**src/rtl/mc_ctrl_pkg.sv**
```systemverilog
// rtl/mc_ctrl_pkg.sv - states, opcodes, alu_op codes and mux encodings for mc_main_control
package mc_ctrl_pkg;

    typedef logic [2:0] state_t;

    localparam state_t ST_RESET  = 3'd0;
    localparam state_t ST_FETCH  = 3'd1;
    localparam state_t ST_DECODE = 3'd2;
    localparam state_t ST_EXEC   = 3'd3;
    localparam state_t ST_MEM    = 3'd4;
    localparam state_t ST_WB     = 3'd5;
    localparam state_t ST_HALT   = 3'd6;

    localparam logic [5:0] OP_RTYPE = 6'h00;
    localparam logic [5:0] OP_J     = 6'h02;
    localparam logic [5:0] OP_BEQ   = 6'h04;
    localparam logic [5:0] OP_BNE   = 6'h05;
    localparam logic [5:0] OP_ADDI  = 6'h08;
    localparam logic [5:0] OP_SLTI  = 6'h0A;
    localparam logic [5:0] OP_ANDI  = 6'h0C;
    localparam logic [5:0] OP_ORI   = 6'h0D;
    localparam logic [5:0] OP_LUI   = 6'h0F;
    localparam logic [5:0] OP_SUBI  = 6'h11;
    localparam logic [5:0] OP_LW    = 6'h23;
    localparam logic [5:0] OP_SW    = 6'h2B;

    // Shared with ALU_control; keep both sides in step.
    localparam logic [2:0] ALU_OP_RTYPE = 3'b000;
    localparam logic [2:0] ALU_OP_SUB   = 3'b001;
    localparam logic [2:0] ALU_OP_ADD   = 3'b010;
    localparam logic [2:0] ALU_OP_ADDI  = 3'b011;
    localparam logic [2:0] ALU_OP_ANDI  = 3'b100;
    localparam logic [2:0] ALU_OP_ORI   = 3'b101;
    localparam logic [2:0] ALU_OP_SUBI  = 3'b110;
    localparam logic [2:0] ALU_OP_SLTI  = 3'b111;

    localparam logic [1:0] SRC_B_RT      = 2'b00;
    localparam logic [1:0] SRC_B_FOUR    = 2'b01;
    localparam logic [1:0] SRC_B_IMM     = 2'b10;
    localparam logic [1:0] SRC_B_IMM_SH2 = 2'b11;

    localparam logic [1:0] PC_SRC_ALU    = 2'b00;
    localparam logic [1:0] PC_SRC_ALUOUT = 2'b01;
    localparam logic [1:0] PC_SRC_JUMP   = 2'b10;

    typedef enum logic [3:0] {
        CLS_R,
        CLS_MEM_LD,
        CLS_MEM_ST,
        CLS_BR_EQ,
        CLS_BR_NE,
        CLS_JMP,
        CLS_IALU,
        CLS_LUI,
        CLS_ILLEGAL
    } ins_class_t;

endpackage

```
**src/rtl/mc_op_decode.sv**
```systemverilog
// rtl/mc_op_decode.sv - combinational opcode to instruction class, I-type alu_op and zero_ext
module mc_op_decode
    import mc_ctrl_pkg::*;
(
    input  logic [5:0] opcode,
    output logic [3:0] ins_class,
    output logic [2:0] imm_alu_op,
    output logic       zero_ext
);

    always_comb begin
        ins_class  = CLS_ILLEGAL;
        imm_alu_op = ALU_OP_ADD;
        zero_ext   = 1'b0;
        case (opcode)
            OP_RTYPE: ins_class = CLS_R;
            OP_LW:    ins_class = CLS_MEM_LD;
            OP_SW:    ins_class = CLS_MEM_ST;
            OP_BEQ:   ins_class = CLS_BR_EQ;
            OP_BNE:   ins_class = CLS_BR_NE;
            OP_J:     ins_class = CLS_JMP;
            OP_LUI:   ins_class = CLS_LUI;
            OP_ADDI: begin
                ins_class  = CLS_IALU;
                imm_alu_op = ALU_OP_ADDI;
            end
            OP_ANDI: begin
                ins_class  = CLS_IALU;
                imm_alu_op = ALU_OP_ANDI;
                zero_ext   = 1'b1;
            end
            OP_ORI: begin
                ins_class  = CLS_IALU;
                imm_alu_op = ALU_OP_ORI;
                zero_ext   = 1'b1;
            end
            OP_SUBI: begin
                ins_class  = CLS_IALU;
                imm_alu_op = ALU_OP_SUBI;
            end
            OP_SLTI: begin
                ins_class  = CLS_IALU;
                imm_alu_op = ALU_OP_SLTI;
            end
            default: ins_class = CLS_ILLEGAL;
        endcase
    end

endmodule

```
**src/rtl/mc_main_control.sv**
```systemverilog
// rtl/mc_main_control.sv - multi-cycle MIPS-subset control FSM; MC_CTRL_ILLEGAL_TRAP_EN enables HALT on illegal opcodes
module mc_main_control
    import mc_ctrl_pkg::*;
(
    input  logic       clk,
    input  logic       rst_n,
    input  logic [5:0] opcode,
    input  logic       zero,
    input  logic       mem_ready,
    output logic       pc_write,
    output logic       pc_write_cond,
    output logic       pc_write_cond_n,
    output logic       ir_write,
    output logic       i_or_d,
    output logic       mem_read,
    output logic       mem_write,
    output logic       reg_write,
    output logic       reg_dst,
    output logic       mem_to_reg,
    output logic       alu_src_a,
    output logic [1:0] alu_src_b,
    output logic       zero_ext,
    output logic       lui_sel,
    output logic [1:0] pc_source,
    output logic [2:0] alu_op,
    output logic       halt
);

    state_t     state;
    state_t     state_nxt;
    logic [3:0] ins_class;
    logic [2:0] imm_alu_op;
    logic       imm_zero_ext;
    logic       zero_unused;

    // zero only qualifies the branch strobes inside the datapath.
    assign zero_unused = zero;

    mc_op_decode u_op_decode (
        .opcode     (opcode),
        .ins_class  (ins_class),
        .imm_alu_op (imm_alu_op),
        .zero_ext   (imm_zero_ext)
    );

    always_ff @(posedge clk or negedge rst_n) begin
        if (!rst_n) begin
            state <= ST_RESET;
        end else begin
            state <= state_nxt;
        end
    end

    always_comb begin
        state_nxt = state;
        case (state)
            ST_RESET:  state_nxt = ST_FETCH;
            ST_FETCH:  state_nxt = mem_ready ? ST_DECODE : ST_FETCH;
            ST_DECODE: begin
                if (ins_class == CLS_ILLEGAL) begin
`ifdef MC_CTRL_ILLEGAL_TRAP_EN
                    state_nxt = ST_HALT;
`else
                    state_nxt = ST_FETCH;
`endif
                end else begin
                    state_nxt = ST_EXEC;
                end
            end
            ST_EXEC: begin
                case (ins_class)
                    CLS_R, CLS_IALU, CLS_LUI: state_nxt = ST_WB;
                    CLS_MEM_LD, CLS_MEM_ST:   state_nxt = ST_MEM;
                    default:                  state_nxt = ST_FETCH;
                endcase
            end
            ST_MEM: begin
                if (mem_ready) begin
                    state_nxt = (ins_class == CLS_MEM_LD) ? ST_WB : ST_FETCH;
                end
            end
            ST_WB:     state_nxt = ST_FETCH;
`ifdef MC_CTRL_ILLEGAL_TRAP_EN
            ST_HALT:   state_nxt = ST_HALT;
`endif
            default:   state_nxt = ST_RESET;
        endcase
    end

    always_comb begin
        pc_write        = 1'b0;
        pc_write_cond   = 1'b0;
        pc_write_cond_n = 1'b0;
        ir_write        = 1'b0;
        i_or_d          = 1'b0;
        mem_read        = 1'b0;
        mem_write       = 1'b0;
        reg_write       = 1'b0;
        reg_dst         = 1'b0;
        mem_to_reg      = 1'b0;
        alu_src_a       = 1'b0;
        alu_src_b       = SRC_B_RT;
        zero_ext        = 1'b0;
        lui_sel         = 1'b0;
        pc_source       = PC_SRC_ALU;
        alu_op          = ALU_OP_RTYPE;
        case (state)
            ST_FETCH: begin
                mem_read  = 1'b1;
                alu_src_b = SRC_B_FOUR;
                alu_op    = ALU_OP_ADD;
                ir_write  = mem_ready;
                pc_write  = mem_ready;
            end
            ST_DECODE: begin
                alu_src_b = SRC_B_IMM_SH2;
                alu_op    = ALU_OP_ADD;
            end
            ST_EXEC: begin
                case (ins_class)
                    CLS_R: begin
                        alu_src_a = 1'b1;
                        alu_src_b = SRC_B_RT;
                        alu_op    = ALU_OP_RTYPE;
                    end
                    CLS_MEM_LD, CLS_MEM_ST: begin
                        alu_src_a = 1'b1;
                        alu_src_b = SRC_B_IMM;
                        alu_op    = ALU_OP_ADD;
                    end
                    CLS_BR_EQ, CLS_BR_NE: begin
                        alu_src_a       = 1'b1;
                        alu_src_b       = SRC_B_RT;
                        alu_op          = ALU_OP_SUB;
                        pc_source       = PC_SRC_ALUOUT;
                        pc_write_cond   = (ins_class == CLS_BR_EQ);
                        pc_write_cond_n = (ins_class == CLS_BR_NE);
                    end
                    CLS_JMP: begin
                        pc_write  = 1'b1;
                        pc_source = PC_SRC_JUMP;
                    end
                    CLS_IALU: begin
                        alu_src_a = 1'b1;
                        alu_src_b = SRC_B_IMM;
                        alu_op    = imm_alu_op;
                        zero_ext  = imm_zero_ext;
                    end
                    CLS_LUI: begin
                        alu_src_b = SRC_B_IMM;
                        lui_sel   = 1'b1;
                        alu_op    = ALU_OP_ADD;
                    end
                    default: ;
                endcase
            end
            ST_MEM: begin
                i_or_d    = 1'b1;
                mem_read  = (ins_class == CLS_MEM_LD);
                mem_write = (ins_class == CLS_MEM_ST);
            end
            ST_WB: begin
                reg_write  = 1'b1;
                reg_dst    = (ins_class == CLS_R);
                mem_to_reg = (ins_class == CLS_MEM_LD);
            end
            default: ;
        endcase
    end

`ifdef MC_CTRL_ILLEGAL_TRAP_EN
    assign halt = (state == ST_HALT);
`else
    assign halt = 1'b0;
`endif

endmodule

```
**config.mk**
```make
export PLATFORM = sky130hd
export DESIGN_NAME = mc_main_control
export DESIGN_NICKNAME = d
export VERILOG_FILES = /design/src/rtl/mc_ctrl_pkg.sv /design/src/rtl/mc_op_decode.sv /design/src/rtl/mc_main_control.sv
export SDC_FILE = /design/constraint.sdc
export NUM_CORES = 1
export LEC_CHECK = 0
export BUFFER_PORTS_ARGS = -buffer_cell sky130_fd_sc_hd__buf_2
export CORE_MARGIN = 4
export CORE_UTILIZATION = 52
export DETAILED_ROUTE_END_ITERATION = 8
export GPL_ROUTABILITY_DRIVEN = 0
export HOLD_SLACK_MARGIN = 0.12
export PLACE_DENSITY_LB_ADDON = 0.25
export SYNTH_ARGS = -nofsm -noshare
export SYNTH_HDL_FRONTEND = slang
export SYNTH_HIERARCHICAL = 1
export SYNTH_SLANG_ARGS = --single-unit
```
**constraint.sdc**
```tcl
create_clock -name clk -period 7.45 [get_ports clk]
set_input_delay 1.8625 -clock clk [delete_from_list [all_inputs] [get_ports clk]]
set_output_delay 1.8625 -clock clk [all_outputs]
set_load 0.02 [all_outputs]
```
==> results.txt <==
----------------------------------------------------
[Synth]
  Per-instance average area after synthesis ... 6.82 um2
  Flop and latch count out of synthesis ... 3
  Prevailing post-synth register cell ... sky130_fd_sc_hd__dfrtp_1
  Synth cell types ... 45
  Fraction of the yosys area taken by sequential cells ... 0.0940
  Post-Syn Nets ... 127
  Post-synthesis instance total ... 117
  EDFF count, synth ... 0
  Netlist Area Pre-Place ... 798 um2
  Post-synth ARST share ... 1.00
  Synth warnings ... 6

[STA]
  Post-layout min period ... 5.80 ns
  Number of hold-slack violations in the final timing report ... 0
  Setup violations, final ... 0
  RSZ-0062 raised after global routing ... false
  Total negative slack ... 0 ns
  Worst setup skew after layout ... 0.00598 ns
  Final worst-path cycle share ... 0.779
  Remaining max-slew budget at the tightest pin ... 0.469
  Maximum clock rate ... 172 MHz
  Final count of pins violating max slew ... 0
  Actual transition at the worst max-transition pin ... 0.792 ns

[Place]
  Post-DP HPWL ... 1570 um
  Placed Area ... 886 um2
  IO Port Bufs ... 28

[Worst hold path]
  Origin of the worst min-delay path ... state[0]$_DFFE_PN0P_
  Path class of the lowest-slack min-delay path ... reg2reg

[Clock tree]
  Clk Tree Root Cell ... sky130_fd_sc_hd__clkbuf_4
  Clock tree from TritonCTS ... done
  Later-pin clock latency in the skew report ... 0.24 ns
  Hold-fix buffer count after cts ... 0
  Number of gates given a new drive strength after cts ... 0
  CTS Sinks ... 3
  Number of setup buffers added after CTS ... 0
  Number of clock buffers inserted by TritonCTS ... 3
  Number of buffers between clock root and the deepest sink ... 2
  Clock transition at the register clock pins on the worst setup and hold paths after CTS ... 0.04 ns
  H-tree Lvls ... 1

[Setup path]
  Startpoint kind of the worst setup timing path ... input pin
  Top fanout value on the critical path ... 11
  Arrival time reported for the critical path endpoint ... 3.94 ns
  R2r startpoint ... state[0]$_DFFE_PN0P_
  Class of the most critical setup path ... in2out
  CP Launch Point ... opcode[0]
  Data required, critical path ... 5.59 ns
  Type of destination of the critical path ... output pin

[Floorplanning]
  Core area ... 1370 um2
  Die Footprint ... 2230 um2
  Number of top-level design ports ... 31
  Die H ... 47.2 um
  Starting density of the core ... 0.584
  Die W ... 47.2 um
  Site row count ... 13

[Final layout]
  Area Overhead vs Synth ... 14.3%
  Post-layout util ... 0.668
  Share of final-layout standard cells stronger than drive strength 1 ... 0.314
  Finished Cell Area ... 912 um2
  NumNets Final ... 151
  Top Registers ... state (3)
  Number of flip-flops in the largest register ... 3
  Register with the most flip-flops ... state
  Fill count ... 136
  Antenna fix cells ... 0

[Route]
  Number of iterations in the first detailed-routing pass ... 4
  Overall via count from detail_route ... 909
  Avg Vias per Cell ... 5.86
  Detail-routed net length per standard cell ... 13.1 um
  Detail Route Antenna Nets ... 0
  Total wirelength of the detailed-routed design ... 2030 um
  Drt first-iter violations ... 32
  DRC violations left ... 0

[Pwr]
  Static leakage ... 0.456 nW
  Power density over the cells ... 154 nW/um2
  Max VDD drop ... 0.0621 mV

[Status]
  Result of the run ... finished, final reports clean

[Flow run]
  Max-Cap Viols ... 0

[Global routing]
  Residual overflow from global routing ... 0
  Maximum number of pins on one net before global-route repair ... 15
  Initial antenna violation count ... 0
  Number of global-route vias before repair ... 790
  Aggregate global-route resource usage ... 0.208
  Wire length of the first global-routing pass ... 3400 um

----------------------------------------------------
==> final timing paths <==
kind,end,slack (ns),depth (start not counted)
max,alu_op[1],1.65,10
min,state[1]$_DFFE_PN0P_,0.72,1
max reg2reg,state[2]$_DFFE_PN0P_,6.19,3
min reg2reg,state[1]$_DFFE_PN0P_,0.72,1
max in group asynchronous,state[0]$_DFFE_PN0P_,5.93,1
min in group asynchronous,state[1]$_DFFE_PN0P_,1.41,1
==> metrics by stage <==
stage                     hold WS [ns]  power (mW)  std cells  setup WS (ns)
after floorplan                  0.551      0.0957        117           1.86
after global placement           0.710       0.109        151           1.74
after detailed placement         0.706       0.110        151           1.68
after CTS                        0.706       0.142        155           1.66
after global routing             0.763       0.152        155           1.46
final                            0.725       0.140        155           1.65
==> synth_stat cells (2+ instances only) <==
master                    instances  share of area
sky130_fd_sc_hd__nor3b_1          2          0.019
sky130_fd_sc_hd__buf_4            5          0.047
sky130_fd_sc_hd__o21ai_0          5          0.031
sky130_fd_sc_hd__a21o_1           2          0.019
sky130_fd_sc_hd__o31ai_1          3          0.028
sky130_fd_sc_hd__and2_1           3          0.024
sky130_fd_sc_hd__nand3_1          4          0.025
sky130_fd_sc_hd__nor2_1          14          0.066
sky130_fd_sc_hd__or4_1            2          0.019
sky130_fd_sc_hd__inv_1            9          0.042
sky130_fd_sc_hd__nor4_1           3          0.024
sky130_fd_sc_hd__nand2_1         11          0.052
sky130_fd_sc_hd__xnor2_1          2          0.022
sky130_fd_sc_hd__buf_2            3          0.019
sky130_fd_sc_hd__nor2b_1          2          0.016
sky130_fd_sc_hd__and2b_2          2          0.022
sky130_fd_sc_hd__o21a_1           2          0.019
sky130_fd_sc_hd__a21oi_1          6          0.038
sky130_fd_sc_hd__nor3_1           3          0.019
sky130_fd_sc_hd__and3_1           4          0.031
sky130_fd_sc_hd__dfrtp_1          3          0.094
sky130_fd_sc_hd__nor2b_4          2          0.034
sky130_fd_sc_hd__buf_6            3          0.042
==> report_power, final <==
group	switching [mW]	total, mW	internal [mW]
logic	0.0497	0.0820	0.0323
registers	0.00902	0.0285	0.0194
clock network	0.00954	0.0297	0.0201
total	0.0683	0.140	0.0719
==> cell families (layout without fill, tap and decap cells) <==
group,count (synthesis),count (layout),synth area share
flops,3,3,0.0940
other cells,1,1,0.00470
xor+xnor,2,2,0.0219
buf+inv,20,43,0.150
simple gates,63,63,0.487
compound gates,28,28,0.241
==> worst max-delay path, cell delays in order <==
cell and delay, ns:
sky130_fd_sc_hd__buf_2 0.19, sky130_fd_sc_hd__nand2_2 0.10, sky130_fd_sc_hd__o211a_1 0.13, sky130_fd_sc_hd__or4_1 0.49
sky130_fd_sc_hd__nand3_1 0.40, sky130_fd_sc_hd__nand2b_4 0.09, sky130_fd_sc_hd__nor4_1 0.31, sky130_fd_sc_hd__o21ai_0 0.14
sky130_fd_sc_hd__nand2_1 0.07, sky130_fd_sc_hd__buf_2 0.15
==> layout by cell type, fill, tap and decap left out, types with 2 or more instances in the layout <==
master and instances:
sky130_fd_sc_hd__buf_2 28, sky130_fd_sc_hd__nor2_1 14, sky130_fd_sc_hd__nand2_1 11, sky130_fd_sc_hd__inv_1 9
sky130_fd_sc_hd__a21oi_1 6, sky130_fd_sc_hd__o21ai_0 5, sky130_fd_sc_hd__nand3_1 4, sky130_fd_sc_hd__and3_1 4
sky130_fd_sc_hd__and2_1 3, sky130_fd_sc_hd__nor3_1 3, sky130_fd_sc_hd__nor4_1 3, sky130_fd_sc_hd__o31ai_1 3
sky130_fd_sc_hd__clkbuf_4 3, sky130_fd_sc_hd__dfrtp_1 3, sky130_fd_sc_hd__nor2b_4 2, sky130_fd_sc_hd__and2b_2 2
sky130_fd_sc_hd__xnor2_1 2, sky130_fd_sc_hd__o21a_1 2, sky130_fd_sc_hd__nor3b_1 2, sky130_fd_sc_hd__nor2b_1 2
sky130_fd_sc_hd__buf_4 2, sky130_fd_sc_hd__a21o_1 2, sky130_fd_sc_hd__or4_1 2
==> cell type report <==
cell class / count / area (um2) / share of cell area
clock buffer: 4 / 26.3 / 0.0288
inverter: 9 / 33.8 / 0.0370
multi-input combinational: 94 / 603 / 0.661
sequential: 3 / 75.1 / 0.0823
tap: 15 / 18.8 / 0.0206
timing repair buffer: 30 / 155 / 0.170
==> layer usage <==
metal,vias to the layer above,routed length (um),GRT usage
met1,420,882,0.291
met2,32,996,0.339
met5,-,0,0
met4,0,29,0.0663
met3,2,126,0.0115
li1,455,-,-
Note: power is estimated with default switching activity, not from simulation.
